[config.mk]
export PLATFORM = sky130hd
export DESIGN_NAME = clk_div_prog
export DESIGN_NICKNAME = d
export VERILOG_FILES = /design/src/rtl/clk_div_prog.sv
export SDC_FILE = /design/constraint.sdc
export NUM_CORES = 1
export LEC_CHECK = 0
export CAP_MARGIN = 10
export CORE_MARGIN = 10
export CORE_UTILIZATION = 70
export CTS_BUF_LIST = sky130_fd_sc_hd__clkbuf_4 sky130_fd_sc_hd__clkbuf_8
export DETAILED_ROUTE_END_ITERATION = 16
export DONT_BUFFER_PORTS = 1
export PLACE_DENSITY_LB_ADDON = 0.05
export SETUP_SLACK_MARGIN = 0.05
export SYNTH_ARGS = -nofsm -noshare
export SYNTH_HDL_FRONTEND = slang
export SYNTH_SLANG_ARGS = --single-unit
[constraint.sdc]
create_clock -name clk -period 8.3 [get_ports clk]
set_clock_uncertainty 0.15 [all_clocks]
set_input_delay 0.83 -clock clk [delete_from_list [all_inputs] [get_ports clk]]
set_output_delay 0.83 -clock clk [all_outputs]
set_load 0.01 [all_outputs]
[src/rtl/clk_div_prog.sv]
// Runtime-programmable clock divider with double-buffered period/high time and drain control.
// Optional phase-realign input `sync` is present when CLK_DIV_SYNC_EN is defined.
module clk_div_prog #(
    parameter int WIDTH    = 16,
    parameter int DIV_RST  = 256,
    parameter int HIGH_RST = 128
) (
    input  logic             clk,
    input  logic             reset,
    input  logic             en,
    input  logic             load,
    input  logic [WIDTH-1:0] div_in,
    input  logic [WIDTH-1:0] high_in,
`ifdef CLK_DIV_SYNC_EN
    input  logic             sync,
`endif
    output logic             clk_out,
    output logic             tick,
    output logic             busy,
    output logic             pending,
    output logic             upd_done
);

    localparam logic [WIDTH-1:0] DIV_RST_W  = WIDTH'(DIV_RST);
    localparam logic [WIDTH-1:0] HIGH_RST_W = WIDTH'(HIGH_RST);

    typedef enum logic [1:0] {IDLE, RUN, DRAIN} state_t;

    state_t           state_reg, state_next;
    logic [WIDTH-1:0] cnt_reg, cnt_next;
    logic [WIDTH-1:0] div_a_reg, div_a_next;
    logic [WIDTH-1:0] high_a_reg, high_a_next;
    logic [WIDTH-1:0] div_s_reg, div_s_next;
    logic [WIDTH-1:0] high_s_reg, high_s_next;
    logic             pending_reg, pending_next;
    logic             clk_out_reg, clk_out_next;
    logic             tick_reg, tick_next;
    logic             upd_done_reg, upd_done_next;

    logic [WIDTH-1:0] div_c, high_c, cnt_inc;
    logic             sync_hit, wrap;

    // Clamp at capture so stored values are always legal: div >= 2, 1 <= high < div.
    always_comb begin
        div_c  = (div_in < WIDTH'(2)) ? WIDTH'(2) : div_in;
        high_c = (high_in == '0) ? WIDTH'(1) : high_in;
        if (high_c >= div_c)
            high_c = div_c - WIDTH'(1);
    end

`ifdef CLK_DIV_SYNC_EN
    assign sync_hit = sync;
`else
    assign sync_hit = 1'b0;
`endif

    assign cnt_inc = cnt_reg + WIDTH'(1);
    assign wrap    = (cnt_reg == div_a_reg - WIDTH'(1)) || sync_hit;

    always_comb begin
        state_next    = state_reg;
        cnt_next      = cnt_reg;
        div_a_next    = div_a_reg;
        high_a_next   = high_a_reg;
        div_s_next    = div_s_reg;
        high_s_next   = high_s_reg;
        pending_next  = pending_reg;
        clk_out_next  = clk_out_reg;
        tick_next     = 1'b0;
        upd_done_next = 1'b0;

        case (state_reg)
            IDLE: begin
                if (load) begin
                    div_a_next    = div_c;
                    high_a_next   = high_c;
                    div_s_next    = div_c;
                    high_s_next   = high_c;
                    upd_done_next = 1'b1;
                end
                cnt_next = '0;
                if (en) begin
                    state_next   = RUN;
                    clk_out_next = 1'b1;
                    tick_next    = 1'b1;
                end else begin
                    clk_out_next = 1'b0;
                end
            end
            RUN, DRAIN: begin
                if (wrap) begin
                    cnt_next = '0;
                    // A load coinciding with the boundary bypasses the shadow wait.
                    if (load) begin
                        div_a_next    = div_c;
                        high_a_next   = high_c;
                        div_s_next    = div_c;
                        high_s_next   = high_c;
                        pending_next  = 1'b0;
                        upd_done_next = 1'b1;
                    end else if (pending_reg) begin
                        div_a_next    = div_s_reg;
                        high_a_next   = high_s_reg;
                        pending_next  = 1'b0;
                        upd_done_next = 1'b1;
                    end
                    if (en) begin
                        state_next   = RUN;
                        clk_out_next = 1'b1;
                        tick_next    = 1'b1;
                    end else begin
                        state_next   = IDLE;
                        clk_out_next = 1'b0;
                    end
                end else begin
                    cnt_next     = cnt_inc;
                    clk_out_next = (cnt_inc < high_a_reg);
                    state_next   = en ? RUN : DRAIN;
                    if (load) begin
                        div_s_next   = div_c;
                        high_s_next  = high_c;
                        pending_next = 1'b1;
                    end
                end
            end
            default: begin
                state_next   = IDLE;
                cnt_next     = '0;
                clk_out_next = 1'b0;
            end
        endcase
    end

    always_ff @(posedge clk or posedge reset) begin
        if (reset) begin
            state_reg    <= IDLE;
            cnt_reg      <= '0;
            div_a_reg    <= DIV_RST_W;
            high_a_reg   <= HIGH_RST_W;
            div_s_reg    <= DIV_RST_W;
            high_s_reg   <= HIGH_RST_W;
            pending_reg  <= 1'b0;
            clk_out_reg  <= 1'b0;
            tick_reg     <= 1'b0;
            upd_done_reg <= 1'b0;
        end else begin
            state_reg    <= state_next;
            cnt_reg      <= cnt_next;
            div_a_reg    <= div_a_next;
            high_a_reg   <= high_a_next;
            div_s_reg    <= div_s_next;
            high_s_reg   <= high_s_next;
            pending_reg  <= pending_next;
            clk_out_reg  <= clk_out_next;
            tick_reg     <= tick_next;
            upd_done_reg <= upd_done_next;
        end
    end

    assign clk_out  = clk_out_reg;
    assign tick     = tick_reg;
    assign busy     = (state_reg != IDLE);
    assign pending  = pending_reg;
    assign upd_done = upd_done_reg;

endmodule

==> impl_metrics.csv, run 1 <==
group,metric,value,unit
logic_synthesis,ys_ff_latch,86,
sta,drv_slew,0,
global_route,grt-ovfl-total,0,
logic_synthesis,seq_area_frac_synth,38.7,%
die,initial_core_util,72.1,%
cells_and_area,multi_input_area,3090,µm²
die,core,7730,µm²
clock_tree,clk_pin_slew,90,ps
sta,setup_tns,0,ps
clock_tree,cts_made_buffers,9,
clock_tree,cts_setup_buffers,0,
critical_path,crit_family,"compound AO/OA/AOI/OAI gates",
clock_tree,cts.sinks,86,
global_route,grt_pass1_wl,21900,µm
logic_synthesis,synth_ff_type,"dfrtp_1",
logic_synthesis,synthTopCellsByArea,"dfrtp_1, ha_1, o21ai_0, nand2_1, xnor2_1",
clock_tree,insertion_delay,360,ps
route,dr_total_vias,4431,
sta,setup_violations,0,
clock_tree,htreeDepth,3,
route,first_iter_violations,178,
global_route,grt_pass1_vias,4426,
pwr,p_seq_share,40.5,%
logic_synthesis,synth_edf_count,0,
sta,worst_pin_slew,1110,ps
place,dp.cells,693,
cells_and_area,area_delta_synth_final,3.75,%
pwr,p_int,1.00,mW
cells_and_area,n_antenna_cell,0,
pwr,total_power,1.68,mW
route,ant_nets,0,
logic_synthesis,syn_inst,625,
clock_tree,hold_buffers,0,
critical_path,critPathMaxFanout,24,
sta,setup_ws,3900,ps
die,die_x,109,µm
sta,fin_crit_sh,53.0,%
die,placementRows,32,
sta,fin_crit,4400,ps
global_route,grtUsageTotal,23.2,%
critical_path,arrival,4490,ps
logic_synthesis,yosys.cell_types.count,59,
pwr,leakagePower,2.55,nW
cells_and_area,layoutNonFillerInstCount,709,
place,dpl_worst_slack,3570,ps
route,drc,0,
cells_and_area,nNetsFinal,674,
route,vias_per_cell,6.25,
status,status,"finished, final reports clean",
die,die-area,11900,µm²
pwr,power.share.clock,18.3,%
route,first_pass_iters,5,
logic_synthesis,yosysWarnings,0,
die,ios,41,
pwr,switching_share,40.4,%
critical_path,cp_cell_sequence,"or4_1 -> nand3b_1 -> o21ai_0 -> inv_1 -> ha_1 -> nand2b_1 -> a211o_1 -> a2111oi_0 -> o21ai_2 -> buf_4 -> mux2_2 -> o21ai_0 -> mux2_1",
logic_synthesis,yosys.area.top_type_share,36.8,%
clock_tree,clockBufferDepth,2,
pwr,peakVddDrop,179,µV
cells_and_area,regArea,2160,µm²
critical_path,crit_top_cell,"o21ai_0",
place,place.gp.congestion,0.884,
critical_path,end_kind,"flop",
logic_synthesis,synth.avg_cell_area,8.91,µm²
place,hpwl,9970,µm
clock_tree,cts_tree,"done",
sta,max_freq,227,MHz
route,wl,13300,µm
global_route,grt_antenna_before_repair,0,
critical_path,crit_path_max_incr_delay,580,ps
cells_and_area,drive_gt1_share,9.39,%
worst_hold_path,hp-class,"in -> async",
place,portBuffers,0,
critical_path,critical_path_buf_inv_count,2,
sta,rsz0062_at_grt,"false",
pwr,p_per_area,290,nW/µm²
die,die_h,109,µm
global_route,grt_max_degree,65,
flow_run,maxCapViolations,0,
clock_tree,cts_root_buffer,"clkbuf_8",
pwr,power_frac_comb,41.2,%
route,routedWlPerCell,18.8,µm
critical_path,cp.required,8390,ps
critical_path,crit_path_start_kind,"input pin",
pwr,p_sw,677,µW
cells_and_area,num-fill-cells,551,
clock_tree,ctsResizeCount,0,
logic_synthesis,synth_area,5570,µm²
logic_synthesis,async_flop_share,100,%
logic_synthesis,yosysTopAreaCell,"dfrtp_1",
critical_path,path_class,"in -> reg",
sta,hold_violations,0,
logic_synthesis,syn_nets,697,
critical_path,crit_slowest_cell,"or4_1",
sta,slew_headroom,26.0,%
## layer usage
layer  GRT usage [%]  vias to the layer above  share of wire (%)
li1                -                     2113                  -
met1            28.0                     2135                 42
met2            38.5                      151                 47
met3            7.43                       32                7.9
met4            7.81                        0                2.5
met5               0                        -                  0
## power groups by stage
stage | Sequential [mW] | Clock, mW | Combinational (mW)
after floorplan | 0.638 | 0 | 0.564
after global placement | 0.680 | 0 | 0.651
after detailed placement | 0.686 | 0 | 0.686
after CTS | 0.678 | 0.310 | 0.692
after global routing | 0.697 | 0.328 | 0.777
final | 0.679 | 0.307 | 0.692
## final cells by class
class                   count  area share, %
well taps                 102           2.21
inverters                  45           2.94
clock inverters             6           1.21
repair buffers              5          0.649
clock buffers              10           2.27
flip-flops and latches     86           37.3
multi-input cells         455           53.4
## cell usage in the layout (no fill, tap or decap), drive strengths merged, types with 18 or more instances in the layout
cell,Yosys,layout
ha,36,36
dfrtp,82,82
o21ai,77,77
nor2,31,31
nor2b,18,18
xnor2,31,31
nand2,77,77
inv,45,46
mux2i,18,18
mux2,26,26
## cell usage after synthesis (all sizes together) (14+ instances only)
cell,n
a21oi,15
clkbuf,32
dfrtp,82
ha,36
inv,45
mux2,26
mux2i,18
nand2,77
nor2,31
nor2b,18
nor3,17
o21ai,77
xnor2,31
xor2,14
## metrics by stage
step                utilization, %  hold slack [ps]  cell area, µm²
finish                        74.8              178            5780
global route                  74.8              184            5780
CTS                           74.8              180            5780
detailed placement            72.2              320            5580
global placement              72.2              311            5580
floorplan                        -              300            5570
## final timing paths
| check | startpoint | to | slack [ps] | cells after the start |
|---|---|---|---|---|
| setup / recovery | div_in[7] | high_a_reg[0] | 3900 | 13 |
| hold / removal | reset | div_s_reg[12] | 180 | 1 |
| setup reg to reg | div_a_reg[1] | div_a_reg[1] | 3920 | 10 |
| hold reg to reg | div_s_reg[8] | div_s_reg[8] | 340 | 2 |
| max in group asynchronous | reset | high_s_reg[4] | 6690 | 2 |
| min in group clk | div_s_reg[8] | div_s_reg[8] | 340 | 2 |
## logic make-up after synthesis
| logic type | Yosys count | share of synthesized area (%) |
|---|---|---|
| compound gates | 129 | 13.9 |
| xor+xnor | 45 | 7.08 |
| fa+ha+maj | 36 | 8.09 |
| buf+inv | 84 | 6.13 |
| flops | 86 | 38.7 |
| mux | 44 | 8.49 |
| simple gates | 201 | 17.6 |
(Power assumes the default switching activity.)
==> run 2: changes to the inputs <==
--- a/config.mk
+++ b/config.mk
@@ -7,7 +7,7 @@
 export LEC_CHECK = 0
 export CAP_MARGIN = 10
 export CORE_MARGIN = 10
-export CORE_UTILIZATION = 70
+export CORE_UTILIZATION = 67
 export CTS_BUF_LIST = sky130_fd_sc_hd__clkbuf_4 sky130_fd_sc_hd__clkbuf_8
 export DETAILED_ROUTE_END_ITERATION = 16
 export DONT_BUFFER_PORTS = 1
==> constraint.sdc (replaced) <==
create_clock -name clk -period 4.25 [get_ports clk]
set_clock_uncertainty 0.15 [all_clocks]
set_input_delay 0.425 -clock clk [delete_from_list [all_inputs] [get_ports clk]]
set_output_delay 0.425 -clock clk [all_outputs]
set_load 0.01 [all_outputs]
==> run 2 against run 1 <==
Against the previous run: final cell count up 1.4%; clock-buffer cell count up 1; core utilization down 1.9 points; critical path depth down 4; flip-flop and latch count unchanged; sequential power up 97%; die area up 3.7%; critical path type is now reg -> reg; register-to-register slack worse by 3700 ps; global-route usage down 1.3 points.
==> impl_metrics.csv, run 2 (synthesis results as in run 1) <==
group,metric,value,unit
route,routedWlPerCell,19.2,µm
sta,setup_tns,0,ps
cells_and_area,fin_util,72.9,%
die,ios,41,
status,status,"finished, final reports clean",
route,ant_nets,0,
die,die-area,12400,µm²
critical_path,crit_path_max_incr_delay,580,ps
route,first_pass_iters,6,
route,wl,13800,µm
critical_path,crit_family,"simple AND/OR/NAND/NOR gates",
die,initial_core_util,68.5,%
critical_path,path_class,"reg -> reg",
clock_tree,insertion_delay,370,ps
critical_path,cp.required,4360,ps
cells_and_area,area_delta_synth_final,6.40,%
place,portBuffers,0,
cells_and_area,n_antenna_cell,0,
pwr,p_per_area,579,nW/µm²
clock_tree,clockBufferDepth,2,
sta,setup_violations,0,
cells_and_area,final_area,5930,µm²
cells_and_area,layout_commonest_cell,"dfrtp_1",
critical_path,end_kind,"flop",
die,core,8130,µm²
critical_path,crit_slowest_cell,"or4_4",
critical_path,critPathMaxFanout,16,
global_route,grtUsageTotal,21.9,%
place,dpl_worst_slack,-42.5,ps
sta,max_freq,248,MHz
worst_hold_path,min_path_cells,1,
pwr,peakVddDrop,250,µV
cells_and_area,final_cell_mix,"dfrtp_1, nand2_1, o21ai_0, inv_1, ha_1",
place,placed_cell_area,5600,µm²
sta,worst_pin_slew,1130,ps
global_route,met3_usage,5.19,%
critical_path,crit_top_cell,"or4_4",
cells_and_area,drive_gt1_share,10.7,%
sta,fin_crit_sh,94.9,%
cells_and_area,num-fill-cells,627,
route,drc,0,
clock_tree,cts_tree,"done",
critical_path,r2r_cells,9,
global_route,grt_pass1_wl,22600,µm
global_route,grt-ovfl-total,0,
critical_path,path_depth,9,
sta,slew_headroom,24.8,%
critical_path,crit_path_start_kind,"flop",
die,die_x,111,µm
global_route,grt_pass1_vias,4465,
global_route,grt_antenna_before_repair,0,
route,vias_per_cell,6.18,
critical_path,arrival,4140,ps
sta,rsz0062_at_grt,"false",
place,hpwl,10100,µm
global_route,grt_max_degree,65,
clock_tree,cts_made_buffers,9,
place,place.gp.congestion,0.911,
flow_run,maxCapViolations,0,
clock_tree,htreeDepth,3,
die,placementRows,33,
global_route,use_met2,33.2,%
sta,setup_ws,217,ps
sta,drv_slew,0,
die,die_h,111,µm
worst_hold_path,hp-class,"in -> reg",
cells_and_area,nNetsFinal,681,
route,dr_total_vias,4445,
pwr,leakagePower,2.61,nW
pwr,total_power,3.43,mW
clock_tree,cts.sinks,86,
global_route,busiest_layer,"met2",
sta,hold_violations,0,
route,first_iter_violations,281,
critical_path,cp_cell_sequence,"or4_4 -> or4_1 -> or3_1 -> a221o_1 -> or4_4 -> o31ai_4 -> buf_4 -> clkbuf_16 -> mux2_2",
critical_path,critical_path_buf_inv_count,2,
sta,fin_crit,4030,ps
global_route,globalRouteMet1Util,29.6,%
clock_tree,cts_root_buffer,"clkbuf_8",
clock_tree,clk_pin_slew,90,ps
-- run 2: changes by cell type in the layout (fill, tap and decap cells not counted), sizes merged --
cell	delta
inv	-2
clkbuf	+2
dlygate4sd3	+1
bufinv	+1
buf	+5
-- run 2: final timing paths --
path / endpoint / slack, ps / from
max in group asynchronous: div_s_reg[11] / 2880 / reset
max: high_a_reg[11] / 220 / div_a_reg[7]
max reg2reg: high_a_reg[11] / 220 / div_a_reg[7]
min reg2reg: div_s_reg[10] / 340 / div_s_reg[10]
min in group asynchronous: cnt_reg[6] / 370 / reset
min: state_reg[1] / 20 / en
-- run 2: power breakdown --
part	internal [mW]	leakage, nW	switching, mW	total, mW
registers	1.09	1.06	0.254	1.34
logic	0.638	1.45	0.785	1.42
clock network	0.354	0.105	0.312	0.666
total	2.08	2.61	1.35	3.43
-- run 2: repair_timing --
item                                    4_1_cts  5_1_grt
resized for setup                             1        3
hold buffers                                  0        1
endpoints found under the setup margin       25       25
setup buffers                                 0        2
cloned                                        0        1
hold endpoints to repair                      0       25
pin swaps                                     0        1
-- run 2: cell type report --
| cell class | count | area (µm²) | area share [%] |
|---|---|---|---|
| Clock buffer | 11 | 145 | 2.45 |
| Clock inverter | 5 | 82.6 | 1.39 |
| Inverter | 45 | 170 | 2.87 |
| Multi-Input combinational cell | 455 | 3100 | 52.3 |
| Sequential cell | 86 | 2160 | 36.4 |
| Tap cell | 105 | 131 | 2.22 |
| Timing Repair Buffer | 12 | 143 | 2.41 |
-- run 2: metal layers --
metal	vias to the layer above	wire, µm
met3	23	939
met5	-	0
met2	146	6310
li1	2119	-
met1	2157	6250
met4	0	287
-- run 2: through the flow --
stage                     std cells  hold WS (ps)
after floorplan                 625           300
after global placement          697           312
after detailed placement        697           321
after CTS                       713          16.4
after global routing            719          22.6
final                           719          21.9
==> run 3: changes to the inputs <==
--- a/config.mk
+++ b/config.mk
@@ -11,7 +11,9 @@
 export CTS_BUF_LIST = sky130_fd_sc_hd__clkbuf_4 sky130_fd_sc_hd__clkbuf_8
 export DETAILED_ROUTE_END_ITERATION = 16
 export DONT_BUFFER_PORTS = 1
+export GPL_TIMING_DRIVEN = 0
 export PLACE_DENSITY_LB_ADDON = 0.05
+export RECOVER_POWER = 50
 export SETUP_SLACK_MARGIN = 0.05
 export SYNTH_ARGS = -nofsm -noshare
 export SYNTH_HDL_FRONTEND = slang
==> run 3 against run 2 <==
Against the previous run: the flow now finishes with violations (max-capacitance violations, max-slew violations); non-clock buffer count is 33 higher; sequential power barely moved; clock power shrank 7.1%; register-to-register slack worse by 30 ps; global-route usage increased by 1.0 points; hold slack improved by 7.4 ps; die area unchanged; clock-buffer cell count grew 1; sequential share of layout area fell by 0.65 points; via count increased by 5.1%; wire length grew 5.7%; critical endpoint is now high_a_reg[6]; largest cell class unchanged.
==> impl_metrics.csv, run 3 (synthesis results as in run 1) <==
group,metric,value,unit
status,status,"finished, violations left",
status,violations,"max-capacitance violations, max-slew violations",
sta,drv_slew,34,
critical_path,crit_top_cell,"o21ai_2",
global_route,grt_antenna_before_repair,0,
critical_path,arrival,4170,ps
global_route,grt_pass1_wl,23400,µm
die,placementRows,33,
critical_path,path_class,"in -> reg",
critical_path,crit_path_start_kind,"input pin",
sta,max_freq,246,MHz
cells_and_area,area_delta_synth_final,8.40,%
clock_tree,clockBufferDepth,2,
pwr,power_frac_comb,44.5,%
cells_and_area,final_cell_mix,"dfrtp_1, nand2_1, o21ai_0, inv_1, ha_1",
critical_path,critPathMaxFanout,10,
clock_tree,clk_pin_slew,90,ps
clock_tree,cts.sinks,86,
cells_and_area,final_area,6040,µm²
sta,setup_violations,0,
route,vias_per_cell,6.21,
flow_run,maxCapViolations,1,
place,portBuffers,0,
route,wl,14600,µm
critical_path,crit_path_max_incr_delay,600,ps
pwr,leakagePower,2.65,nW
sta,fin_crit,4060,ps
critical_path,endpoint,"high_a_reg[6]",
clock_tree,cts_root_buffer,"clkbuf_8",
place,place.gp.congestion,0.945,
cells_and_area,fin_util,74.2,%
cells_and_area,drive_gt1_share,11.0,%
route,dr_total_vias,4673,
die,initial_core_util,68.5,%
place,placed_cell_area,5730,µm²
die,ios,41,
sta,fin_crit_sh,95.6,%
cells_and_area,nNetsFinal,714,
global_route,grt-ovfl-total,0,
pwr,switching_share,40.7,%
sta,rsz0062_at_grt,"false",
sta,whs,29.3,ps
critical_path,cp_cell_sequence,"or4_1 -> nand3b_1 -> o21ai_2 -> inv_1 -> ha_1 -> nand2b_1 -> a211o_1 -> a2111oi_2 -> o21ai_2 -> buf_2 -> mux2i_2 -> o21ai_0 -> mux2_2",
global_route,grt_pass1_vias,4685,
critical_path,end_kind,"flop",
critical_path,regToRegStartpoint,"div_a_reg[7]",
critical_path,cp.required,4360,ps
pwr,p_per_area,575,nW/µm²
cells_and_area,num-fill-cells,609,
pwr,power.share.clock,17.8,%
pwr,p_sw,1.41,mW
cells_and_area,layout_commonest_cell,"dfrtp_1",
critical_path,reg2reg_to,"div_a_reg[3]",
die,die-area,12400,µm²
route,first_pass_iters,5,
critical_path,crit_slowest_cell,"or4_1",
sta,slew_headroom,-0.621,%
route,drc,0,
clock_tree,htreeDepth,3,
cells_and_area,multi_input_area,3120,µm²
critical_path,r2r_cells,11,
die,die_h,111,µm
pwr,total_power,3.47,mW
place,hpwl,11100,µm
pwr,peakVddDrop,228,µV
cells_and_area,regArea,2160,µm²
die,core,8130,µm²
route,routedWlPerCell,19.4,µm
clock_tree,cts_made_buffers,9,
sta,hold_violations,0,
clock_tree,cts_tree,"done",
worst_hold_path,hold_start,"en",
route,first_iter_violations,292,
clock_tree,insertion_delay,370,ps
global_route,grtUsageTotal,22.9,%
route,ant_nets,0,
worst_hold_path,hp-class,"in -> reg",
die,die_x,111,µm
global_route,grt_max_degree,55,
pwr,p_int,2.06,mW
sta,setup_tns,0,ps
pwr,p_seq_share,37.7,%
critical_path,crit_start,"div_in[7]",
sta,worst_pin_slew,1500,ps
critical_path,r2r_setup_slack,190,ps
cells_and_area,n_antenna_cell,0,
==> run 3: stage by stage <==
step,instances,setup WS [ps]
2_1_floorplan,625,174
3_3_place_gp,730,-801
3_5_place_dp,731,-833
4_1_cts,752,59.9
5_1_grt,752,96.2
6_report,752,186
==> run 3: what timing repair did <==
| item | in CTS | in global routing |
|---|---|---|
| pin swaps | 1 | 0 |
| gates cloned | 1 | 0 |
| hold buffers | 2 | 0 |
| setup endpoints to repair | 45 | 34 |
| buffers inserted | 2 | 0 |
| gates resized for setup | 9 | 12 |
| endpoints found under the hold margin | 31 | 0 |
==> run 3: routing by layer <==
layer | track usage (%) | vias to the layer above | wire length, µm
li1 | - | 2190 | -
met1 | 28.1 | 2269 | 6180
met2 | 37.9 | 172 | 6950
met3 | 5.68 | 42 | 987
met4 | 8.74 | 0 | 449
met5 | 0 | - | 0
==> run 3: cell type report <==
cell class,count,area share [%]
Inverter,45,2.82
Sequential cell,86,35.7
Buffer,39,2.98
Timing Repair Buffer,6,0.995
Clock inverter,4,0.912
Tap cell,105,2.18
Clock buffer,12,2.63
Multi-Input combinational cell,455,51.7
==> run 3: worst min path at each step <==
stage	end	slack, ps	depth (start not counted)
final	state_reg[1]	30	1
after global routing	state_reg[1]	20	1
after CTS	state_reg[1]	20	1
after detailed placement	state_reg[1]	190	1
after global placement	div_s_reg[7]	310	2
after floorplan	div_s_reg[10]	300	2
==> run 3: worst max-delay path, delay by kind of cell <==
| family | cells | cell delay [ps] |
|---|---|---|
| compound gates | 5 | 1430 |
| fa+ha+maj | 1 | 290 |
| simple gates | 3 | 1060 |
| buf+inv | 2 | 360 |
| mux | 2 | 600 |
==> run 3: power by group through the flow <==
stage,clock network (mW),logic (mW),registers (mW)
detailed placement,0,1.43,1.31
global placement,0,1.36,1.29
CTS,0.623,1.50,1.30
global route,0.662,1.69,1.34
floorplan,0,1.10,1.25
finish,0.619,1.54,1.31
